<file path="config.mk">
export PLATFORM = sky130hd
export DESIGN_NAME = light_conflict_monitor
export DESIGN_NICKNAME = d
export VERILOG_FILES = /design/src/rtl/traffic_pkg.sv /design/src/rtl/light_transition_check.sv /design/src/rtl/light_conflict_monitor.sv
export SDC_FILE = /design/constraint.sdc
export NUM_CORES = 1
export LEC_CHECK = 0
export CAP_MARGIN = 20
export CORE_MARGIN = 10
export CORE_UTILIZATION = 60
export CTS_CLUSTER_SIZE = 12
export DETAILED_ROUTE_END_ITERATION = 8
export PLACE_DENSITY = 0.76
export RECOVER_POWER = 50
export SLEW_MARGIN = 15
export SYNTH_ARGS = -nofsm -noshare
export SYNTH_HDL_FRONTEND = slang
export SYNTH_SLANG_ARGS = --single-unit
</file>
<file path="constraint.sdc">
create_clock -name clk -period 4.25 [get_ports clk]
set_clock_uncertainty 0.1 [all_clocks]
set_input_delay 0.85 -clock clk [delete_from_list [all_inputs] [get_ports clk]]
set_output_delay 0.85 -clock clk [all_outputs]
set_load 0.02 [all_outputs]
</file>
<file path="src/rtl/traffic_pkg.sv">
// rtl/traffic_pkg.sv - shared light codes, fault codes and monitor state encoding
package traffic_pkg;

    localparam logic [2:0] LIGHT_RED    = 3'b100;
    localparam logic [2:0] LIGHT_YELLOW = 3'b010;
    localparam logic [2:0] LIGHT_GREEN  = 3'b001;
    localparam logic [2:0] LIGHT_OFF    = 3'b000;

    typedef enum logic [2:0] {
        FLT_NONE         = 3'd0,
        FLT_ILLEGAL      = 3'd1,
        FLT_CONFLICT     = 3'd2,
        FLT_SEQUENCE     = 3'd3,
        FLT_SHORT_YELLOW = 3'd4,
        FLT_SHORT_ALLRED = 3'd5,
        FLT_STUCK        = 3'd6
    } fault_code_e;

    typedef enum logic [1:0] {
        MON_STARTUP = 2'd0,
        MON_NORMAL  = 2'd1,
        MON_FAULT   = 2'd2
    } mon_state_e;

endpackage

</file>
<file path="src/rtl/light_transition_check.sv">
// rtl/light_transition_check.sv - per-direction legality and timing check of a requested aspect
module light_transition_check
    import traffic_pkg::*;
#(
    parameter int unsigned MIN_YELLOW_CYCLES = 20,
    parameter int unsigned MIN_ALLRED_CYCLES = 10
) (
    input  logic [2:0]  prev,
    input  logic [2:0]  req,
    input  logic [31:0] hold_cnt,
    output logic        illegal,
    output logic        bad_sequence,
    output logic        short_yellow,
    output logic        short_allred,
    output logic        changed
);

    assign changed = (req != prev);
    assign illegal = !((req == LIGHT_RED) || (req == LIGHT_YELLOW) || (req == LIGHT_GREEN));

    // Only the forward cycle G->Y->R->G is a legal change of aspect.
    assign bad_sequence = changed &&
        !(((prev == LIGHT_GREEN)  && (req == LIGHT_YELLOW)) ||
          ((prev == LIGHT_YELLOW) && (req == LIGHT_RED))    ||
          ((prev == LIGHT_RED)    && (req == LIGHT_GREEN)));

    assign short_yellow = (prev == LIGHT_YELLOW) && (req == LIGHT_RED) &&
                          (hold_cnt < MIN_YELLOW_CYCLES);
    assign short_allred = (prev == LIGHT_RED) && (req == LIGHT_GREEN) &&
                          (hold_cnt < MIN_ALLRED_CYCLES);

endmodule

</file>
<file path="src/rtl/light_conflict_monitor.sv">
// rtl/light_conflict_monitor.sv - safety monitor between the light controller and the lamp drivers
module light_conflict_monitor
    import traffic_pkg::*;
#(
    parameter int unsigned MIN_YELLOW_CYCLES = 20,
    parameter int unsigned MIN_ALLRED_CYCLES = 10,
    parameter int unsigned MAX_PHASE_CYCLES  = 200,
    parameter int unsigned FLASH_HALF_CYCLES = 50
) (
    input  logic       clk,
    input  logic       rst,
    input  logic [2:0] ns_light_in,
    input  logic [2:0] ew_light_in,
    input  logic       fault_clear,
    output logic [2:0] ns_lamp,
    output logic [2:0] ew_lamp,
    output logic       fault,
    output logic [2:0] fault_code
);

    mon_state_e  state, state_nx;
    logic [31:0] hold_cnt, hold_nx, flash_cnt, flash_nx;
    logic [2:0]  ns_nx, ew_nx, code_nx, fail_code;
    logic        fault_nx, hold_restart, flash_on;
    logic        ns_illegal, ns_bad_seq, ns_short_y, ns_short_ar, ns_changed;
    logic        ew_illegal, ew_bad_seq, ew_short_y, ew_short_ar, ew_changed;

    light_transition_check #(
        .MIN_YELLOW_CYCLES(MIN_YELLOW_CYCLES),
        .MIN_ALLRED_CYCLES(MIN_ALLRED_CYCLES)
    ) u_ns_check (
        .prev(ns_lamp), .req(ns_light_in), .hold_cnt(hold_cnt),
        .illegal(ns_illegal), .bad_sequence(ns_bad_seq), .short_yellow(ns_short_y),
        .short_allred(ns_short_ar), .changed(ns_changed)
    );

    light_transition_check #(
        .MIN_YELLOW_CYCLES(MIN_YELLOW_CYCLES),
        .MIN_ALLRED_CYCLES(MIN_ALLRED_CYCLES)
    ) u_ew_check (
        .prev(ew_lamp), .req(ew_light_in), .hold_cnt(hold_cnt),
        .illegal(ew_illegal), .bad_sequence(ew_bad_seq), .short_yellow(ew_short_y),
        .short_allred(ew_short_ar), .changed(ew_changed)
    );

    // Lowest failing code wins.
    always_comb begin : fail_priority
        fail_code = FLT_NONE;
        if (ns_illegal || ew_illegal)
            fail_code = FLT_ILLEGAL;
        else if ((ns_light_in != LIGHT_RED) && (ew_light_in != LIGHT_RED))
            fail_code = FLT_CONFLICT;
        else if (ns_bad_seq || ew_bad_seq || (ns_changed && ew_changed))
            fail_code = FLT_SEQUENCE;
        else if (ns_short_y || ew_short_y)
            fail_code = FLT_SHORT_YELLOW;
        else if (ns_short_ar || ew_short_ar)
            fail_code = FLT_SHORT_ALLRED;
        else if (!ns_changed && !ew_changed && (hold_cnt >= MAX_PHASE_CYCLES))
            fail_code = FLT_STUCK;
    end

    always_comb begin : next_state
        state_nx     = state;
        ns_nx        = ns_lamp;
        ew_nx        = ew_lamp;
        fault_nx     = fault;
        code_nx      = fault_code;
        flash_nx     = flash_cnt;
        hold_restart = 1'b0;
        flash_on     = (flash_cnt == FLASH_HALF_CYCLES) ? ~ns_lamp[2] : ns_lamp[2];

        case (state)
            MON_STARTUP: begin
                ns_nx = LIGHT_RED;
                ew_nx = LIGHT_RED;
                if (hold_cnt >= MIN_ALLRED_CYCLES)
                    state_nx = MON_NORMAL;
            end
            MON_NORMAL: begin
                if (fail_code != FLT_NONE) begin
                    state_nx = MON_FAULT;
                    fault_nx = 1'b1;
                    code_nx  = fail_code;
                    ns_nx    = LIGHT_RED;
                    ew_nx    = LIGHT_RED;
                    flash_nx = 32'd1;
                end else begin
                    ns_nx = ns_light_in;
                    ew_nx = ew_light_in;
                end
            end
            MON_FAULT: begin
                if (fault_clear) begin
                    state_nx     = MON_STARTUP;
                    ns_nx        = LIGHT_RED;
                    ew_nx        = LIGHT_RED;
                    fault_nx     = 1'b0;
                    code_nx      = FLT_NONE;
                    flash_nx     = 32'd1;
                    hold_restart = 1'b1;
                end else begin
                    ns_nx    = flash_on ? LIGHT_RED : LIGHT_OFF;
                    ew_nx    = flash_on ? LIGHT_RED : LIGHT_OFF;
                    flash_nx = (flash_cnt == FLASH_HALF_CYCLES) ? 32'd1 : flash_cnt + 32'd1;
                end
            end
            default: begin
                state_nx     = MON_STARTUP;
                ns_nx        = LIGHT_RED;
                ew_nx        = LIGHT_RED;
                fault_nx     = 1'b0;
                code_nx      = FLT_NONE;
                flash_nx     = 32'd1;
                hold_restart = 1'b1;
            end
        endcase

        if (hold_restart || (ns_nx != ns_lamp) || (ew_nx != ew_lamp))
            hold_nx = 32'd1;
        else if (hold_cnt < MAX_PHASE_CYCLES)
            hold_nx = hold_cnt + 32'd1;
        else
            hold_nx = hold_cnt;
    end

    always_ff @(posedge clk) begin
        if (rst) begin
            state      <= MON_STARTUP;
            ns_lamp    <= LIGHT_RED;
            ew_lamp    <= LIGHT_RED;
            fault      <= 1'b0;
            fault_code <= FLT_NONE;
            hold_cnt   <= 32'd1;
            flash_cnt  <= 32'd1;
        end else begin
            state      <= state_nx;
            ns_lamp    <= ns_nx;
            ew_lamp    <= ew_nx;
            fault      <= fault_nx;
            fault_code <= code_nx;
            hold_cnt   <= hold_nx;
            flash_cnt  <= flash_nx;
        end
    end

endmodule

</file>
==> reports/results.txt, run 1 <==
Status: finished clean
Num CTS Buffers: 9
Worst-Skew Late Latency: 0.36 ns
Seq/Total Area, Yosys: 34.6%
GPL Wtd Cong: 0.909
Multi-input gate area: 2640 um^2
HPWL after DPL: 7650 um
Synth top area share: 34.6%
Setup TNS: 0 ns
Min Tclk post-route: 3.83 ns
Post-Syn Instances: 518
Final setup vio count: 0
Count leader, synth: dfxtp_1
Post-route antenna net violation count: 0
Ant. Diodes: 0
Post-Route WL: 11300 um
Die X-Extent: 106 um
Mapped Nets: 534
DR pass1 iterations: 6
Synth area leaders: dfxtp_1 35%, nor4_1 5.0%, o21ai_0 3.3%
Cts hold-fix bufs: 0
Initial antenna violation count: 0
Syn_area_per_cell: 8.50 um^2
Netlist cell types: 69
Warnings from Yosys: 0
R2R depth: 8
Routed vias/inst: 6.70
CP cell instances: dlygate4sd3_1, nor3_1, nand4b_1, a211oi_1, o21ai_0, buf_4, and4_1, a221o_1, nor4_1
Vias: 4218
Root Buffer: clkbuf_8
Leading area contributor after synthesis: dfxtp_1
PD cells: 310 nW/um^2
Slew margin rel.: 44.4%
Synth top cells by count: 76 x dfxtp_1, 35 x nor2_1, 35 x nor4_1, 29 x o21ai_0, 28 x nand2_1
Mean routed wirelength per cell: 17.9 um
Drc violations: 0
Data arrival time of the worst path: 3.99 ns
Design area: 4880 um^2
Final period util: 90.0%
LEAKAGE: 1.58 nW
Max Cap Viol: 0
Initial Util: 61.3%
Yosys reg bits: 76
Hold WS: 0.362 ns
Final worst slack: 0.424 ns
Vias in the first global route: 3929
VDD IR max: 0.000268 V
Number of buffers added on ports: 18
Overall routing resource usage: 20.0%
Syn Std Cell Area: 4400 um^2
Number of synthesized flops with an enable pin: 0
Top FF cell, synth: dfxtp_1
Util after Layout: 68.0%
CTS resizes: 0
FF/Latch Area: 1520 um^2
Die Ht: 106 um
Die area: 11200 um^2
Congestion Overflow GR: 0
Slowest stage delay, CP: 0.65 ns
First-pass GRT wire length: 19100 um
Fillers: 612
Reg2reg setup slack: 1.06 ns
Crit. path cell count: 9
Pin count of the biggest net entering global routing: 31
Initial DRC count: 287
Final nets: 542
Postcts setup bufs: 0
WS Path Type: in -> reg
Syn-to-layout area delta: 10.9%
IO Pins: 19
Fmax achieved: 261 MHz
Startpoint Class: primary input
RSZ-0062 raised after global routing: no
Final hold violation count: 0
Core Region: 7180 um^2
Ys async rst share: 0%
Row Count: 31
CP max stage cell: dlygate4sd3_1
Worst slew pin tran: 0.833 ns
CP Data Required Time: 4.42 ns
Dpl cell area: 4700 um^2
Hold depth: 2
Layout cells sized above 1: 10.5%
Fin. max-slew vios: 0
Cell family with most CP delay: compound AO/OA/AOI/OAI gates
Max H-tree Level: 3
CTS clk-pin slew, worst paths: 0.10 ns
CTS tree: built
Buf+Inv Stages, Crit Path: 2
Worst hold path class: reg -> reg
Placement Setup Slack: 0.186 ns
CTS Sinks: 76
CP Max Fanout: 20
CTS Buffer Depth: 2
Crit end category: register
[stage by stage]
stage | std cells | power (mW)
after floorplan | 518 | 0.877
after CTS | 630 | 1.53
after global routing | 630 | 1.57
final | 630 | 1.51
after detailed placement | 614 | 0.930
after global placement | 614 | 0.925
[path summary, 6_finish.rpt]
kind,end,start
setup / recovery,hold_cnt[7]$_SDFFE_PP0N_,ns_light_in[2]
setup reg to reg,hold_cnt[7]$_SDFFE_PP0N_,hold_cnt[12]$_SDFFE_PP0N_
hold / removal,fault_code[2]$_SDFFE_PP0P_,fault_code[2]$_SDFFE_PP0P_
hold reg to reg,fault_code[2]$_SDFFE_PP0P_,fault_code[2]$_SDFFE_PP0P_
[area by class of cell]
| cell class | count | area share (%) |
|---|---|---|
| sequential | 76 | 31.2 |
| tap | 99 | 2.54 |
| timing repair buffer | 37 | 6.59 |
| multi-input combinational | 386 | 54.0 |
| inverter | 16 | 1.23 |
| clock inverter | 7 | 1.92 |
| clock buffer | 9 | 2.54 |
[flip-flops by register name (all words and copies together), names as in the netlist]
name / cells
ns_lamp: 3
flash_cnt: 32
fault: 1
ew_lamp: 3
fault_code: 3
state: 2
hold_cnt: 32
[placed cells by master (no fill, tap or decap), types with 5 or more instances in the layout]
master	instances
or4_1	11
o21ai_0	29
xnor2_1	16
a31oi_1	9
o211ai_1	18
and4_1	6
nor2_1	35
nand2_1	28
clkdlybuf4s50_1	6
inv_1	16
buf_4	14
nor3_1	7
clkbuf_8	9
nand2b_1	5
a21oi_1	26
ha_1	7
or3_1	7
nand3_1	16
nand4_1	20
dlygate4sd3_1	12
o31ai_1	11
xor2_1	7
nor4_1	35
and3_1	10
nor4_2	10
dfxtp_1	76
[per-layer routing]
layer,vias up,global-route usage [%],part of all wire [%],routed length [um]
li1,2011,-,-,-
met5,-,0,0,0
met2,181,30.3,45,5070
met3,20,5.85,7.6,855
met4,0,5.42,1.5,171
met1,2006,26.9,46,5160
[worst reg2reg max path: cells and delay by family (launching register included)]
family / cells / cell delay [ns]
AO/OA/AOI/OAI: 2 / 1.07
buffers and inverters: 1 / 0.20
AND/OR/NAND/NOR: 5 / 1.41
flip-flops: 1 / 0.32
[power by group]
| group | total (mW) | switching (mW) | internal [mW] |
|---|---|---|---|
| logic | 0.170 | 0.105 | 0.0650 |
| registers | 0.743 | 0.0188 | 0.724 |
| clock network | 0.602 | 0.315 | 0.287 |
[logic make-up (layout without fill, tap and decap cells)]
kind of cell    count (synthesis)  count (layout)  share of synthesized area, %
simple gates                  218             218                          30.8
compound gates                133             133                          21.3
flops                          76              76                          34.6
buf+inv                        56              69                          5.66
xor+xnor                       23              23                          4.58
fa+ha+maj                       7               7                          1.99
mux                             5               5                          1.17
No activity file was read; power rests on OpenSTA's default activity.
==> run 2, diff against run 1 <==
--- a/config.mk
+++ b/config.mk
@@ -5,7 +5,6 @@
 export SDC_FILE = /design/constraint.sdc
 export NUM_CORES = 1
 export LEC_CHECK = 0
-export CAP_MARGIN = 20
 export CORE_MARGIN = 10
 export CORE_UTILIZATION = 60
 export CTS_CLUSTER_SIZE = 12
==> results of run 2 <==
The final DEF is identical to that of run 1; final timing and power are the same.
==> run 3, diff against run 2 <==
--- a/config.mk
+++ b/config.mk
@@ -10,7 +10,7 @@
 export CTS_CLUSTER_SIZE = 12
 export DETAILED_ROUTE_END_ITERATION = 8
 export PLACE_DENSITY = 0.76
-export RECOVER_POWER = 50
+export RECOVER_POWER = 25
 export SLEW_MARGIN = 15
 export SYNTH_ARGS = -nofsm -noshare
 export SYNTH_HDL_FRONTEND = slang
==> reports/results.txt, run 3 (synthesized netlist as in run 1, its figures left out) <==
Cts hold-fix bufs: 0
Commonest non-fill, non-tap cell in the layout: dfxtp_1
Max H-tree Level: 3
Status: finished clean
Comb power frac: 11.2%
CP cell instances: dlygate4sd3_1, nor3_1, nand4b_1, a211oi_1, o21ai_0, buf_4, and4_1, a221o_1, nor4_1
Tot Pwr: 1.52 mW
Final hold violation count: 0
CTS Buffer Depth: 2
Num CTS Buffers: 9
Number of buffers added on ports: 18
Initial DRC count: 370
Vias: 4221
CTS clk-pin slew, worst paths: 0.10 ns
Layout cells sized above 1: 10.9%
Post-route antenna net violation count: 0
GPL Wtd Cong: 0.909
Root Buffer: clkbuf_8
Clock power share: 39.8%
Switching part of the total power: 29.0%
Cell family with most CP delay: compound AO/OA/AOI/OAI gates
Overall routing resource usage: 20.0%
Fraction of power consumed by sequential logic: 49.0%
Die Ht: 106 um
Multi-input gate area: 2640 um^2
Drc violations: 0
Postcts setup bufs: 0
Ant. Diodes: 0
Congestion Overflow GR: 0
CP Data Required Time: 4.42 ns
IO Pins: 19
Worst setup startpoint: ns_light_in[2]
Most frequent cells in the layout: 76 x dfxtp_1, 35 x nor4_1, 35 x nor2_1
Fmax achieved: 261 MHz
CTS tree: built
CTS Sinks: 76
HPWL after DPL: 7650 um
Net Switching: 0.439 mW
Core Region: 7180 um^2
Final period util: 90.0%
Largest regs: flash_cnt x32, hold_cnt x32
Mean routed wirelength per cell: 17.8 um
Buf+Inv Stages, Crit Path: 2
WS Path Type: in -> reg
RSZ-0062 raised after global routing: no
Routed vias/inst: 6.70
Non-filler cells, final: 630
Final worst slack: 0.424 ns
Die X-Extent: 106 um
Die area: 11200 um^2
Worst slew pin tran: 0.759 ns
First-pass GRT wire length: 19100 um
LEAKAGE: 1.58 nW
Slowest stage delay, CP: 0.65 ns
PD cells: 310 nW/um^2
DR pass1 iterations: 5
Fin. max-slew vios: 0
Worst-Skew Late Latency: 0.36 ns
Placement Setup Slack: 0.186 ns
Worst hold path class: reg -> reg
Slew margin rel.: 49.4%
Reg2reg setup slack: 1.04 ns
Setup TNS: 0 ns
Pin count of the biggest net entering global routing: 31
CTS resizes: 0
Dpl cells: 614
Vias in the first global route: 3929
CP Max Fanout: 20
Initial Util: 61.3%
VDD IR max: 0.000268 V
Min Tclk post-route: 3.83 ns
Data arrival time of the worst path: 3.99 ns
Crit end category: register
Row Count: 31
Hold Crit Start: fault_code[2]$_SDFFE_PP0P_
Int Power: 1.08 mW
R2r startpoint: hold_cnt[12]$_SDFFE_PP0N_
Final setup vio count: 0
Startpoint Class: primary input
FF/Latch Area: 1520 um^2
Max Cap Viol: 0
Syn-to-layout area delta: 11.1%
Final nets: 542
Initial antenna violation count: 0
Fillers: 609
CP max stage cell: dlygate4sd3_1
Post-Route WL: 11200 um
-- run 3: power by group through the flow --
| stage | logic, mW | clock network [mW] | registers (mW) |
|---|---|---|---|
| finish | 0.171 | 0.603 | 0.743 |
| global route | 0.187 | 0.643 | 0.744 |
| CTS | 0.173 | 0.614 | 0.742 |
| detailed placement | 0.172 | 0 | 0.758 |
| global placement | 0.166 | 0 | 0.758 |
| floorplan | 0.123 | 0 | 0.753 |
-- run 3: final timing paths --
check | end | cells after the start
setup / recovery | hold_cnt[7]$_SDFFE_PP0N_ | 9
hold / removal | fault_code[2]$_SDFFE_PP0P_ | 2
setup reg to reg | hold_cnt[7]$_SDFFE_PP0N_ | 8
hold reg to reg | fault_code[2]$_SDFFE_PP0P_ | 2
-- run 3: layer usage --
metal,part of all wire [%],GRT usage [%],vias to the layer above
li1,-,-,2011
met1,46,26.9,2022
met2,45,30.3,170
met3,7.7,5.85,18
met4,1.4,5.42,0
met5,0,0,-
-- run 3: area by class of cell --
class	count	share of cell area, %
inverter	16	1.23
tap	99	2.53
timing repair buffer	37	6.65
multi-input combinational	386	54.0
sequential	76	31.1
clock inverter	7	1.92
clock buffer	9	2.53
-- run 3: worst reg2reg max path, delay by kind of cell, from the launching register on --
family	cells	cell delay, ns
AND/OR/NAND/NOR	5	1.42
buffers and inverters	1	0.20
AO/OA/AOI/OAI	2	1.08
flip-flops	1	0.32
-- run 3: through the flow --
stage,util [%],cell area (um^2),hold WS [ns]
final,68.1,4890,0.363
after global routing,68.1,4890,0.385
after CTS,68.5,4920,0.365
after detailed placement,65.5,4700,0.345
after global placement,65.5,4700,0.344
after floorplan,-,4400,0.335
